## config.mk

```make
export PLATFORM = sky130hd
export DESIGN_NAME = pipe_ctrl_flat
export DESIGN_NICKNAME = d
export VERILOG_FILES = /design/src/rtl/pipe_ctrl_if.sv /design/src/rtl/pipe_ctrl.sv /design/src/flat_wrapper.sv
export SDC_FILE = /design/constraint.sdc
export NUM_CORES = 1
export LEC_CHECK = 0
export BUFFER_PORTS_ARGS = -buffer_cell sky130_fd_sc_hd__buf_2
export CAP_MARGIN = 20
export CORE_MARGIN = 5
export CORE_UTILIZATION = 47
export CTS_CLUSTER_SIZE = 30
export DETAILED_ROUTE_END_ITERATION = 8
export GPL_ROUTABILITY_DRIVEN = 1
export GPL_TIMING_DRIVEN = 0
export PLACE_DENSITY = 0.88
export SETUP_SLACK_MARGIN = 0.02
export SLEW_MARGIN = 20
export SYNTH_ARGS = -nofsm -noshare
export SYNTH_HDL_FRONTEND = slang
export SYNTH_SLANG_ARGS = --single-unit
```

## constraint.sdc

```tcl
create_clock -name clk -period 2.7 [get_ports clk]
set_input_delay 0.27 -clock clk [delete_from_list [all_inputs] [get_ports clk]]
set_output_delay 0.27 -clock clk [all_outputs]
set_load 0.01 [all_outputs]
```

## src/rtl/pipe_ctrl_if.sv

```systemverilog
// Signal bundle between the core datapath (master) and the pipeline control unit (slave).
// Carries redirect, hazard and multi-cycle inputs plus every stall/flush control back out.
interface pipe_ctrl_if #(
  parameter int ADDR_LEN = 32
);
  logic                jmp_req;
  logic [ADDR_LEN-1:0] jmp_addr;
  logic [4:0]          id_rs1_addr;
  logic [4:0]          id_rs2_addr;
  logic                id_rs1_ren;
  logic                id_rs2_ren;
  logic [4:0]          ex_wb_addr;
  logic                ex_wr_en;
  logic                ex_is_load;
  logic                exu_mc_start;
  logic                exu_mc_done;
  logic                lsu_busy;

  logic                pc_set;
  logic [ADDR_LEN-1:0] pc_new;
  logic                stall_pc;
  logic                stall_if_id;
  logic                stall_id_ex;
  logic                stall_ex_mem;
  logic                flush_if_id;
  logic                flush_id_ex;
  logic                flush_ex_mem;
  logic                mc_timeout;
  logic [31:0]         stall_cycles;

  modport master (
    output jmp_req, jmp_addr, id_rs1_addr, id_rs2_addr, id_rs1_ren, id_rs2_ren,
           ex_wb_addr, ex_wr_en, ex_is_load, exu_mc_start, exu_mc_done, lsu_busy,
    input  pc_set, pc_new, stall_pc, stall_if_id, stall_id_ex, stall_ex_mem,
           flush_if_id, flush_id_ex, flush_ex_mem, mc_timeout, stall_cycles
  );

  modport slave (
    input  jmp_req, jmp_addr, id_rs1_addr, id_rs2_addr, id_rs1_ren, id_rs2_ren,
           ex_wb_addr, ex_wr_en, ex_is_load, exu_mc_start, exu_mc_done, lsu_busy,
    output pc_set, pc_new, stall_pc, stall_if_id, stall_id_ex, stall_ex_mem,
           flush_if_id, flush_id_ex, flush_ex_mem, mc_timeout, stall_cycles
  );
endinterface

```

## src/rtl/pipe_ctrl.sv

```systemverilog
// Pipeline control unit: jump redirect with fetch flush, load-use interlock,
// multi-cycle EXU stall with timeout, and a saturating stall-cycle counter.
module pipe_ctrl #(
  parameter int ADDR_LEN     = 32,
  parameter int FLUSH_CYCLES = 2,
  parameter int MC_TIMEOUT   = 64
) (
  input  logic       clk,
  input  logic       rst,
  pipe_ctrl_if.slave bus
);

  typedef enum logic [1:0] {
    ST_RUN   = 2'd0,
    ST_FLUSH = 2'd1,
    ST_MC    = 2'd2
  } state_e;

  localparam logic [2:0] FLUSH_RELOAD = 3'(FLUSH_CYCLES - 1);
  localparam logic [7:0] MC_LAST_CNT  = 8'(MC_TIMEOUT - 2);
  localparam bit         HAS_FLUSH_ST = (FLUSH_CYCLES > 1);

  state_e        state_q, state_d;
  logic [2:0]    flush_cnt_q, flush_cnt_d;
  logic [7:0]    mc_cnt_q, mc_cnt_d;
  logic          mc_timeout_q, mc_timeout_d;
  logic [31:0]   stall_cycles_q, stall_cycles_d;

  logic                pc_set;
  logic [ADDR_LEN-1:0] pc_new;
  logic                stall_pc, stall_if_id, stall_id_ex, stall_ex_mem;
  logic                flush_if_id, flush_id_ex, flush_ex_mem;

  logic [4:0] src_addr [2];
  logic [1:0] src_ren;
  logic [1:0] src_hit;
  logic       load_use;
  logic       mc_enter;

  assign src_addr[0] = bus.id_rs1_addr;
  assign src_addr[1] = bus.id_rs2_addr;
  assign src_ren     = {bus.id_rs2_ren, bus.id_rs1_ren};

  for (genvar gi = 0; gi < 2; gi++) begin : g_src
    assign src_hit[gi] = src_ren[gi] & (src_addr[gi] == bus.ex_wb_addr);
  end

  // x0 is never a real producer, so a load targeting it cannot create a hazard.
  assign load_use = bus.ex_is_load & bus.ex_wr_en & (bus.ex_wb_addr != 5'd0) & (|src_hit);
  // A start that coincides with done has already finished; it never enters MC.
  assign mc_enter = bus.exu_mc_start & ~bus.exu_mc_done;

  always_comb begin
    state_d      = state_q;
    flush_cnt_d  = flush_cnt_q;
    mc_cnt_d     = mc_cnt_q;
    mc_timeout_d = 1'b0;
    pc_set       = 1'b0;
    pc_new       = '0;
    stall_pc     = 1'b0;
    stall_if_id  = 1'b0;
    stall_id_ex  = 1'b0;
    stall_ex_mem = 1'b0;
    flush_if_id  = 1'b0;
    flush_id_ex  = 1'b0;
    flush_ex_mem = 1'b0;

    if (rst) begin
      state_d      = ST_RUN;
      flush_cnt_d  = 3'd0;
      mc_cnt_d     = 8'd0;
      flush_if_id  = 1'b1;
      flush_id_ex  = 1'b1;
      flush_ex_mem = 1'b1;
    end else if (bus.jmp_req) begin
      pc_set      = 1'b1;
      pc_new      = bus.jmp_addr;
      flush_if_id = 1'b1;
      flush_id_ex = 1'b1;
      mc_cnt_d    = 8'd0;
      if (HAS_FLUSH_ST) begin
        state_d     = ST_FLUSH;
        flush_cnt_d = FLUSH_RELOAD;
      end else begin
        state_d     = ST_RUN;
        flush_cnt_d = 3'd0;
      end
    end else if ((state_q == ST_MC) && !bus.exu_mc_done) begin
      stall_pc     = 1'b1;
      stall_if_id  = 1'b1;
      stall_id_ex  = 1'b1;
      flush_ex_mem = 1'b1;
      if (mc_cnt_q == MC_LAST_CNT) begin
        state_d      = ST_RUN;
        mc_cnt_d     = 8'd0;
        mc_timeout_d = 1'b1;
      end else begin
        mc_cnt_d = mc_cnt_q + 8'd1;
      end
    end else if ((state_q != ST_MC) && mc_enter) begin
      stall_pc     = 1'b1;
      stall_if_id  = 1'b1;
      stall_id_ex  = 1'b1;
      flush_ex_mem = 1'b1;
      state_d      = ST_MC;
      mc_cnt_d     = 8'd0;
      flush_cnt_d  = 3'd0;
    end else begin
      // Released MC (done seen) behaves like RUN for the rest of this cycle.
      if (state_q == ST_MC) begin
        state_d  = ST_RUN;
        mc_cnt_d = 8'd0;
      end else if (state_q == ST_FLUSH) begin
        flush_if_id = 1'b1;
        if (flush_cnt_q <= 3'd1) begin
          state_d     = ST_RUN;
          flush_cnt_d = 3'd0;
        end else begin
          flush_cnt_d = flush_cnt_q - 3'd1;
        end
      end

      if (bus.lsu_busy) begin
        stall_pc     = 1'b1;
        stall_if_id  = 1'b1;
        stall_id_ex  = 1'b1;
        stall_ex_mem = 1'b1;
      end else if (load_use) begin
        stall_pc    = 1'b1;
        stall_if_id = 1'b1;
        flush_id_ex = 1'b1;
      end
    end
  end

  always_comb begin
    stall_cycles_d = stall_cycles_q;
    if (stall_pc && (stall_cycles_q != 32'hFFFF_FFFF)) begin
      stall_cycles_d = stall_cycles_q + 32'd1;
    end
  end

  always_ff @(posedge clk) begin
    if (rst) begin
      state_q        <= ST_RUN;
      flush_cnt_q    <= 3'd0;
      mc_cnt_q       <= 8'd0;
      mc_timeout_q   <= 1'b0;
      stall_cycles_q <= 32'd0;
    end else begin
      state_q        <= state_d;
      flush_cnt_q    <= flush_cnt_d;
      mc_cnt_q       <= mc_cnt_d;
      mc_timeout_q   <= mc_timeout_d;
      stall_cycles_q <= stall_cycles_d;
    end
  end

  assign bus.pc_set       = pc_set;
  assign bus.pc_new       = pc_new;
  assign bus.stall_pc     = stall_pc;
  assign bus.stall_if_id  = stall_if_id;
  assign bus.stall_id_ex  = stall_id_ex;
  assign bus.stall_ex_mem = stall_ex_mem;
  assign bus.flush_if_id  = flush_if_id;
  assign bus.flush_id_ex  = flush_id_ex;
  assign bus.flush_ex_mem = flush_ex_mem;
  assign bus.mc_timeout   = mc_timeout_q;
  assign bus.stall_cycles = stall_cycles_q;

endmodule
```

## src/flat_wrapper.sv

```systemverilog
// flat-port wrapper written by rule: the top's interface ports become plain ports
module pipe_ctrl_flat 
#(
  parameter int ADDR_LEN     = 32,
  parameter int FLUSH_CYCLES = 2,
  parameter int MC_TIMEOUT   = 64
)
  (clk, rst, bus_jmp_req, bus_jmp_addr, bus_id_rs1_addr, bus_id_rs2_addr, bus_id_rs1_ren, bus_id_rs2_ren, bus_ex_wb_addr, bus_ex_wr_en, bus_ex_is_load, bus_exu_mc_start, bus_exu_mc_done, bus_lsu_busy, bus_pc_set, bus_pc_new, bus_stall_pc, bus_stall_if_id, bus_stall_id_ex, bus_stall_ex_mem, bus_flush_if_id, bus_flush_id_ex, bus_flush_ex_mem, bus_mc_timeout, bus_stall_cycles);
  pipe_ctrl_if #(.ADDR_LEN(ADDR_LEN)) bus_i ();
  input  logic clk;
  input  logic rst;
  input wire logic [$bits(bus_i.jmp_req)-1:0] bus_jmp_req;
  input wire logic [$bits(bus_i.jmp_addr)-1:0] bus_jmp_addr;
  input wire logic [$bits(bus_i.id_rs1_addr)-1:0] bus_id_rs1_addr;
  input wire logic [$bits(bus_i.id_rs2_addr)-1:0] bus_id_rs2_addr;
  input wire logic [$bits(bus_i.id_rs1_ren)-1:0] bus_id_rs1_ren;
  input wire logic [$bits(bus_i.id_rs2_ren)-1:0] bus_id_rs2_ren;
  input wire logic [$bits(bus_i.ex_wb_addr)-1:0] bus_ex_wb_addr;
  input wire logic [$bits(bus_i.ex_wr_en)-1:0] bus_ex_wr_en;
  input wire logic [$bits(bus_i.ex_is_load)-1:0] bus_ex_is_load;
  input wire logic [$bits(bus_i.exu_mc_start)-1:0] bus_exu_mc_start;
  input wire logic [$bits(bus_i.exu_mc_done)-1:0] bus_exu_mc_done;
  input wire logic [$bits(bus_i.lsu_busy)-1:0] bus_lsu_busy;
  output wire logic [$bits(bus_i.pc_set)-1:0] bus_pc_set;
  output wire logic [$bits(bus_i.pc_new)-1:0] bus_pc_new;
  output wire logic [$bits(bus_i.stall_pc)-1:0] bus_stall_pc;
  output wire logic [$bits(bus_i.stall_if_id)-1:0] bus_stall_if_id;
  output wire logic [$bits(bus_i.stall_id_ex)-1:0] bus_stall_id_ex;
  output wire logic [$bits(bus_i.stall_ex_mem)-1:0] bus_stall_ex_mem;
  output wire logic [$bits(bus_i.flush_if_id)-1:0] bus_flush_if_id;
  output wire logic [$bits(bus_i.flush_id_ex)-1:0] bus_flush_id_ex;
  output wire logic [$bits(bus_i.flush_ex_mem)-1:0] bus_flush_ex_mem;
  output wire logic [$bits(bus_i.mc_timeout)-1:0] bus_mc_timeout;
  output wire logic [$bits(bus_i.stall_cycles)-1:0] bus_stall_cycles;
  assign bus_i.jmp_req = bus_jmp_req;
  assign bus_i.jmp_addr = bus_jmp_addr;
  assign bus_i.id_rs1_addr = bus_id_rs1_addr;
  assign bus_i.id_rs2_addr = bus_id_rs2_addr;
  assign bus_i.id_rs1_ren = bus_id_rs1_ren;
  assign bus_i.id_rs2_ren = bus_id_rs2_ren;
  assign bus_i.ex_wb_addr = bus_ex_wb_addr;
  assign bus_i.ex_wr_en = bus_ex_wr_en;
  assign bus_i.ex_is_load = bus_ex_is_load;
  assign bus_i.exu_mc_start = bus_exu_mc_start;
  assign bus_i.exu_mc_done = bus_exu_mc_done;
  assign bus_i.lsu_busy = bus_lsu_busy;
  assign bus_pc_set = bus_i.pc_set;
  assign bus_pc_new = bus_i.pc_new;
  assign bus_stall_pc = bus_i.stall_pc;
  assign bus_stall_if_id = bus_i.stall_if_id;
  assign bus_stall_id_ex = bus_i.stall_id_ex;
  assign bus_stall_ex_mem = bus_i.stall_ex_mem;
  assign bus_flush_if_id = bus_i.flush_if_id;
  assign bus_flush_id_ex = bus_i.flush_id_ex;
  assign bus_flush_ex_mem = bus_i.flush_ex_mem;
  assign bus_mc_timeout = bus_i.mc_timeout;
  assign bus_stall_cycles = bus_i.stall_cycles;
  pipe_ctrl #(.ADDR_LEN(ADDR_LEN), .FLUSH_CYCLES(FLUSH_CYCLES), .MC_TIMEOUT(MC_TIMEOUT)) u_core (.clk(clk), .rst(rst), .bus(bus_i));
endmodule
```

# Word-level counts from Yosys, hierarchy flattened
# Index checks and enable logic that the tools add are counted.
[totals]
regBits = 46
out_inout_bits = 73
wordCells = 102
[classes]
addsub = 3
order_cmp = 1
eq_ne = 12
mux = 52
bitwise_logic = 8
reduce_logical = 19
[ops]
columns = ["operator", "count"]
rows = [
  ["$mux W32", 2],
  ["$mux W1", 36],
  ["$add A32 B1 Y32 const B", 1],
  ["$mux W8", 4],
  ["$ne A32 B32 Y1 const B", 1],
  ["$reduce_bool A5 Y1", 3],
  ["$mux W2", 6],
  ["$mux W3", 4],
  ["$reduce_and A3 Y1", 4],
  ["$eq A5 B5 Y1", 2],
  ["$add A8 B1 Y8 const B", 1],
  ["$eq A8 B6 Y1 const B", 1],
  ["$ne A2 B2 Y1 const B", 4],
  ["$reduce_bool A4 Y1", 2],
  ["$and A1 B1 Y1", 6],
  ["$ne A3 B3 Y1 const B", 2],
  ["$reduce_bool A3 Y1", 2],
  ["$reduce_or A2 Y1", 2],
  ["$le A3 B1 Y1 const B", 1],
  ["$logic_and A1 B1 Y1", 3],
  ["$reduce_or A3 Y1", 1],
  ["$sub A3 B1 Y3 const B", 1],
  ["$eq A2 B1 Y1 const B", 1],
  ["$eq A2 B2 Y1 const B", 1],
  ["other kinds (3)", 4],
]

# Logic depth before layout (Yosys ltp)
# Gate-level depths: netlist of the first run.
[depth]
ltp_word = 11
mapped_depth = 10
depth_no_buf = 7

# Worst setup path before layout of the first run
# Ideal clock, no wire load.
[synth_timing]
path_type = "register to register"
startpoint = "reg u_core.stall_cycles_q[4], in the netlist u_core.bus.stall_cycles[4]"
endpoint = "reg u_core.stall_cycles_q[28], in the netlist u_core.bus.stall_cycles[28]"
setup_ns = 0.121
t_arrival_ns = 2.407
slack_ns = 0.173
path_stages_with_launch = 6
n_path_buf = 0
cell_sequence = "dfxtp_1 nand4_2 or4_4 or4_1 nor4b_1 mux2_2"
[synth_via]
elab_chain_cells = 2
elab_cells_between_ends = 3
classes_between = "add/sub: 1; eq/ne: 1; reduce/logical: 1"
[synth_lines]
columns = ["item", "line_no", "rtl"]
rows = [
  ["from (decl)", "pipe_ctrl.sv:27", "logic [31:0] stall_cycles_q, stall_cycles_d;"],
  ["from (signal assigned)", "pipe_ctrl.sv:155", "stall_cycles_q <= stall_cycles_d;"],
  ["parallel branches: the longest is 2 deep, another holds $add A32 B1 Y32", "-", ""],
]
# Parallel ways; which one is timed is not known.
# A chain may end at the register's enable or synchronous reset.

# Final worst setup path of the first run
[layout_timing]
startpoint = "reg u_core.stall_cycles_q[0], in the netlist u_core.bus.stall_cycles[0]"
endpoint = "reg u_core.stall_cycles_q[25], in the netlist u_core.bus.stall_cycles[25]"
# Same word-level chain as after synthesis.

==> impl_metrics.py, run 1 <==
metrics = {
    "place": {
        "placed_cells_incl_taps": 558,
        "io_buffers": 129,
        "dp_hpwl_mm": 6.33,
        "place_ws_ns": -0.148,
        "placed_cell_area_um2": 3520,
        "routabilityCongestion": 0.868,
    },
    "worst_setup_path": {
        "path_cells": "ha_1 > and2_1 > nand2_1 > nor4_4 > buf_4 > or4_1 > buf_2 > or4_1 > a21oi_1",
        "crit_path_top_delay_cell": "or4_1",
        "worstSetupPathType": "flip-flop to flip-flop",
        "start_kind": "flip-flop",
        "cpMostUsedCell": "or4_1",
        "rr_worst_depth": 9,
        "worstSetupPathDepth": 9,
        "startpoint": "u_core.bus.stall_cycles[0]$_SDFFE_PP0P_",
        "cp_max_fo": 7,
        "r2r-start": "u_core.bus.stall_cycles[0]$_SDFFE_PP0P_",
        "crit_arrival_ns": 2.81,
        "cp-end-kind": "flip-flop",
        "critical-path-max-stage-delay_ns": 0.48,
        "path_buf_inv": 2,
        "crit_required_ns": 2.94,
        "cp_top_family": "simple AND/OR/NAND/NOR gates",
    },
    "global_routing": {
        "grt_pass1_vias": 2902,
        "track_usage_pct": 20.9,
        "grt_max_degree": 14,
        "antenna_found_initial": 0,
        "grt-ovfl-total": 0,
        "grt_pass1_wl_mm": 13.0,
    },
    "sta": {
        "slew_headroom_pct": 67.2,
        "finalCritPeriodShare_pct": 95.3,
        "drv_slew": 0,
        "fin_ws_ns": 0.128,
        "setup_viol": 0,
        "rsz0062_at_grt": "no",
        "period_needed_ns": 2.57,
        "fmax_mhz": 389,
        "finalHoldViolations": 0,
        "fin_worst_skew_ns": 0.00832,
        "finalSetupTns_ns": 0,
        "worst_slew_pin_slew_ns": 0.493,
    },
    "detailed_routing": {
        "vias_per_cell": 5.47,
        "drc": 0,
        "first_pass_iters": 5,
        "vias": 3095,
        "drtIter0Drc": 184,
        "drtAntennaViolNets": 0,
        "wire_per_inst_um": 14.3,
        "drt_wl_total_mm": 8.10,
    },
    "synthesis": {
        "async_flop_share_pct": 0,
        "ys_seq_area_share_pct": 33.1,
        "ys_ff_latch": 46,
        "syn_inst": 354,
        "ys_warn_count": 0,
        "synth_ff_type": "dfxtp_1",
        "syn_area_um2": 2780,
        "syn_avg_cell_area_um2": 7.85,
        "synth.distinct_cells": 46,
        "synth_edf_count": 0,
        "synth_fp_nets": 416,
    },
    "clocking": {
        "htree_levels": 2,
        "clock_latency_ns": 0.30,
        "cts.clk_slew.worst_paths_ns": 0.09,
        "clockRootBuffer": "clkbuf_8",
        "clock-sinks": 46,
        "numCtsBuffers": 5,
        "cts_max_path_buffers": 2,
        "cts_tree": "done",
    },
    "floorplanning": {
        "die_height_um": 86.9,
        "io_pins": 130,
        "die_w_um": 86.9,
        "core_um2": 5850,
        "start_util_pct": 47.5,
        "die_area_um2": 7550,
        "rows": 28,
    },
    "status": {
        "outcome": "complete, no violations",
    },
    "pwr": {
        "p_leak_nw": 1.60,
        "power_density_nw_per_um2": 383,
        "ir_worst_vdd_uv": 277,
        "finalPower_mw": 1.41,
    },
    "hold_path": {
        "worstHoldStart": "bus_jmp_req",
        "hold_depth": 2,
        "min_path_type": "primary input to flip-flop",
    },
    "finish": {
        "fillers": 516,
        "ff_latch_area_um2": 928,
        "finalInstanceArea_um2": 3670,
        "stdcell_count": 566,
        "diodes": 0,
        "drive_gt1_share_pct": 33.4,
        "layout.nets": 553,
        "multi_input_area_um2": 1750,
        "syn_to_final_growth_pct": 32.1,
    },
    "run": {
        "cap_violations": 0,
    },
}
repair_timing:
action,4_1_cts,5_1_grt
resized for setup,3,9
endpoints found under the setup margin,13,30
setup buffers,0,2
hold buffers,0,0
pin swaps,0,2
registers in the layout (all words and copies together), names as in the netlist:
signal / cells
u_core.bus.mc_timeout: 1
u_core.bus.stall_cycles: 32
u_core.flush_cnt_q: 3
u_core.state_q: 2
u_core.mc_cnt_q: 8
cell usage after synthesis, drive strengths merged, types with 5 or more instances:
master	instances	area (um2)
nand2	33	126
nand3	9	45.0
mux2	5	56.3
nor3	7	35.0
nor2b	6	37.5
nor2	28	105
dfxtp	46	921
clkbuf	13	48.8
o21ai	9	45.0
and3	6	37.5
buf	6	38.8
or3	10	62.6
o31ai	18	135
a21oi	29	145
or4	22	169
nand4	14	93.8
ha	5	62.6
xnor2	11	96.3
and2	33	206
inv	11	41.3
through the flow:
| stage | util (%) | hold WS (ns) |
|---|---|---|
| 3_3_place_gp | 60.2 | 0.469 |
| 5_1_grt | 62.8 | 0.249 |
| 4_1_cts | 62.4 | 0.232 |
| 2_1_floorplan | - | 0.349 |
| 3_5_place_dp | 60.2 | 0.476 |
| 6_report | 62.8 | 0.243 |
final timing paths:
path / to / slack, ns
worst min register to register: u_core.bus.stall_cycles[31]$_SDFFE_PP0P_ / 0.49
worst max-delay path: u_core.bus.stall_cycles[25]$_SDFFE_PP0P_ / 0.13
worst min-delay path: u_core.state_q[1]$_SDFFE_PP0P_ / 0.24
worst max register to register: u_core.bus.stall_cycles[25]$_SDFFE_PP0P_ / 0.13
cells in the final DEF, fill, tap and decap left out, drive strengths merged, types with 6 or more instances in the layout:
| cell | synthesis | layout |
|---|---|---|
| o31ai | 18 | 18 |
| xnor2 | 11 | 11 |
| o21ai | 9 | 9 |
| nor2 | 28 | 28 |
| and3 | 6 | 6 |
| nor2b | 6 | 6 |
| or4 | 22 | 22 |
| nand3 | 9 | 9 |
| and2 | 33 | 33 |
| clkbuf | 13 | 18 |
| inv | 11 | 11 |
| dfxtp | 46 | 46 |
| nand4 | 14 | 14 |
| nor3 | 7 | 7 |
| buf | 6 | 137 |
| nand2 | 33 | 33 |
| or3 | 10 | 10 |
| a21oi | 29 | 29 |
metal layers:
layer / vias to the layer above / track usage, % / share of wire, %
met2: 122 / 34.9 / 50
met3: 2 / 5.77 / 8.0
li1: 1564 / - / -
met4: 0 / 4.25 / 0.30
met1: 1407 / 26.9 / 42
met5: - / 0 / 0
cell type report:
class | count | area share [%]
plain buffers | 18 | 2.35
clock buffers | 6 | 2.25
well taps | 75 | 2.56
repair buffers | 131 | 18.0
multi-input cells | 278 | 47.6
clock inverters | 1 | 0.818
inverters | 11 | 1.12
flip-flops and latches | 46 | 25.3
power breakdown:
part | internal, mW | leakage, nW | switching, mW | total (mW)
registers | 0.683 | 0.374 | 0.00578 | 0.688
clock network | 0.296 | 0.0573 | 0.226 | 0.522
logic | 0.0886 | 1.17 | 0.106 | 0.195
kinds of logic after synthesis:
kind of cell / share of synthesized area, %
simple gates: 36.6
compound gates: 15.2
flops: 33.1
buf+inv: 4.64
xor+xnor: 4.73
mux: 3.47
fa+ha+maj: 2.25
Note: power is estimated with default switching activity, not from simulation.
==> inputs of run 2 (changes only) <==
Settings changed: RECOVER_POWER set to 100.
==> run 2 against run 1 <==
- hold slack improved by 0.13 ns
- count of clock-buffer cells in the layout did not move
- highest routed layer unchanged
- critical path type unchanged
- combinational power fell by 3%
==> impl_metrics.py, run 2 (synthesis results as in run 1) <==
metrics = {
    "status": {
        "outcome": "complete, no violations",
    },
    "worst_setup_path": {
        "endpoint": "u_core.bus.stall_cycles[28]$_SDFFE_PP0P_",
        "start_kind": "flip-flop",
        "cp_top_family": "simple AND/OR/NAND/NOR gates",
        "path_cells": "nand4_2 > or4_4 > or4_1 > nor4b_1 > mux2_2",
        "worstSetupPathDepth": 5,
        "startpoint": "u_core.bus.stall_cycles[4]$_SDFFE_PP0P_",
        "r2r_slack_ns": 0.11,
        "crit_path_top_delay_cell": "or4_1",
        "worstSetupPathType": "flip-flop to flip-flop",
        "path_buf_inv": 0,
        "r2r-start": "u_core.bus.stall_cycles[4]$_SDFFE_PP0P_",
        "r2r-end": "u_core.bus.stall_cycles[28]$_SDFFE_PP0P_",
        "cp_max_fo": 7,
        "crit_required_ns": 2.89,
        "critical-path-max-stage-delay_ns": 0.66,
        "rr_worst_depth": 5,
        "cp-end-kind": "flip-flop",
        "crit_arrival_ns": 2.79,
    },
    "floorplanning": {
        "die_w_um": 86.9,
        "die_area_um2": 7550,
        "io_pins": 130,
        "start_util_pct": 47.5,
        "die_height_um": 86.9,
        "rows": 28,
        "core_um2": 5850,
    },
    "pwr": {
        "power.switching_uw": 342,
        "internal_power_mw": 1.06,
        "ir_worst_vdd_uv": 276,
        "comb_power_share_pct": 13.5,
        "power_density_nw_per_um2": 392,
        "finalPower_mw": 1.40,
        "pwr-share-clk_pct": 37.4,
        "swShare_pct": 24.4,
        "power_frac_seq_pct": 49.0,
        "p_leak_nw": 1.36,
    },
    "clocking": {
        "clock_latency_ns": 0.30,
        "cts_max_path_buffers": 2,
        "cts.clk_slew.worst_paths_ns": 0.09,
        "clockRootBuffer": "clkbuf_8",
        "cts_tree": "done",
        "numCtsBuffers": 5,
        "htree_levels": 2,
        "clock-sinks": 46,
        "ctsHoldBuffers": 0,
    },
    "sta": {
        "setup_viol": 0,
        "hold_ws_ns": 0.370,
        "fmax_mhz": 386,
        "finalHoldViolations": 0,
        "worst_slew_pin_slew_ns": 0.490,
        "fin_ws_ns": 0.106,
        "finalCritPeriodShare_pct": 96.1,
        "period_needed_ns": 2.59,
        "slew_headroom_pct": 67.4,
        "fin_worst_skew_ns": 0.0122,
        "drv_slew": 0,
        "rsz0062_at_grt": "no",
    },
    "run": {
        "cap_violations": 0,
    },
    "detailed_routing": {
        "first_pass_iters": 4,
        "wire_per_inst_um": 14.4,
        "drt_wl_total_mm": 8.12,
        "drtAntennaViolNets": 0,
        "vias_per_cell": 5.47,
        "drtIter0Drc": 171,
        "drc": 0,
        "vias": 3097,
    },
    "global_routing": {
        "grt-ovfl-total": 0,
        "grt_max_degree": 14,
        "grt_pass1_vias": 2902,
        "grt_pass1_wl_mm": 13.0,
        "antenna_found_initial": 0,
        "track_usage_pct": 20.9,
    },
    "finish": {
        "final_common_cell": "buf_2",
        "drive_gt1_share_pct": 21.8,
        "fillers": 554,
        "largest_register_ffs": 32,
        "syn_to_final_growth_pct": 29.0,
        "final_cell_mix": "80 x buf_2, 63 x clkbuf_1, 42 x dfxtp_1, 32 x nand2_1, 29 x a21oi_1",
        "finalInstanceArea_um2": 3590,
        "layout.nets": 553,
        "diodes": 0,
    },
    "place": {
        "placed_cell_area_um2": 3520,
        "io_buffers": 129,
        "dp_hpwl_mm": 6.33,
        "routabilityCongestion": 0.868,
        "place_ws_ns": -0.148,
    },
    "hold_path": {
        "min_path_type": "primary input to flip-flop",
    },
}
-- run 2: cell count changes in the layout (fill, tap and decap cells not counted), sizes merged --
cell    change
buf        -55
clkbuf     +55
-- run 2: final cells by class --
cell class | instances | area (um2) | share of cell area (%)
Tap cell | 75 | 93.8 | 2.62
Sequential cell | 46 | 926 | 25.8
Multi-Input combinational cell | 278 | 1730 | 48.4
Buffer | 18 | 86.3 | 2.41
Timing Repair Buffer | 131 | 592 | 16.5
Inverter | 11 | 41.3 | 1.15
Clock buffer | 6 | 82.6 | 2.30
Clock inverter | 1 | 30.0 | 0.837
-- run 2: what timing repair did --
item	in CTS	in global routing
setup endpoints to repair	13	30
setup buffers	0	2
gates resized for setup	3	9
pin swaps	0	2
-- run 2: stage by stage --
stage / setup TNS (ns) / utilization (%) / std cells
after floorplan: 0 / - / 354
after global placement: -1.98 / 60.2 / 558
after detailed placement: -2.25 / 60.2 / 558
after CTS: 0 / 62.4 / 565
after global routing: 0 / 61.3 / 566
final: 0 / 61.3 / 566
-- run 2: metal layers --
metal / up-vias / wire length, um / GRT usage (%)
li1: 1561 / - / -
met1: 1415 / 3480 / 26.9
met2: 119 / 3990 / 34.9
met3: 2 / 629 / 5.77
met4: 0 / 22 / 4.25
met5: - / 0 / 0
-- run 2: power groups by stage --
stage               Clock [mW]  Combinational (mW)  Sequential [mW]
global route             0.567               0.211            0.690
CTS                      0.532               0.195            0.688
global placement             0               0.188            0.704
floorplan                    0               0.101            0.703
detailed placement           0               0.193            0.704
finish                   0.526               0.190            0.688
-- run 2: worst min-delay path by stage --
stage	start	end	slack, ns	depth (start not counted)
global route	bus_exu_mc_done	u_core.bus.mc_timeout$_SDFF_PP0_	0.37	3
global placement	u_core.bus.stall_cycles[31]$_SDFFE_PP0P_	u_core.bus.stall_cycles[31]$_SDFFE_PP0P_	0.47	1
detailed placement	u_core.bus.stall_cycles[31]$_SDFFE_PP0P_	u_core.bus.stall_cycles[31]$_SDFFE_PP0P_	0.48	2
floorplan	bus_jmp_req	u_core.state_q[1]$_SDFFE_PP0P_	0.35	1
finish	bus_jmp_req	u_core.state_q[1]$_SDFFE_PP0P_	0.37	2
CTS	bus_jmp_req	u_core.state_q[1]$_SDFFE_PP0P_	0.23	2
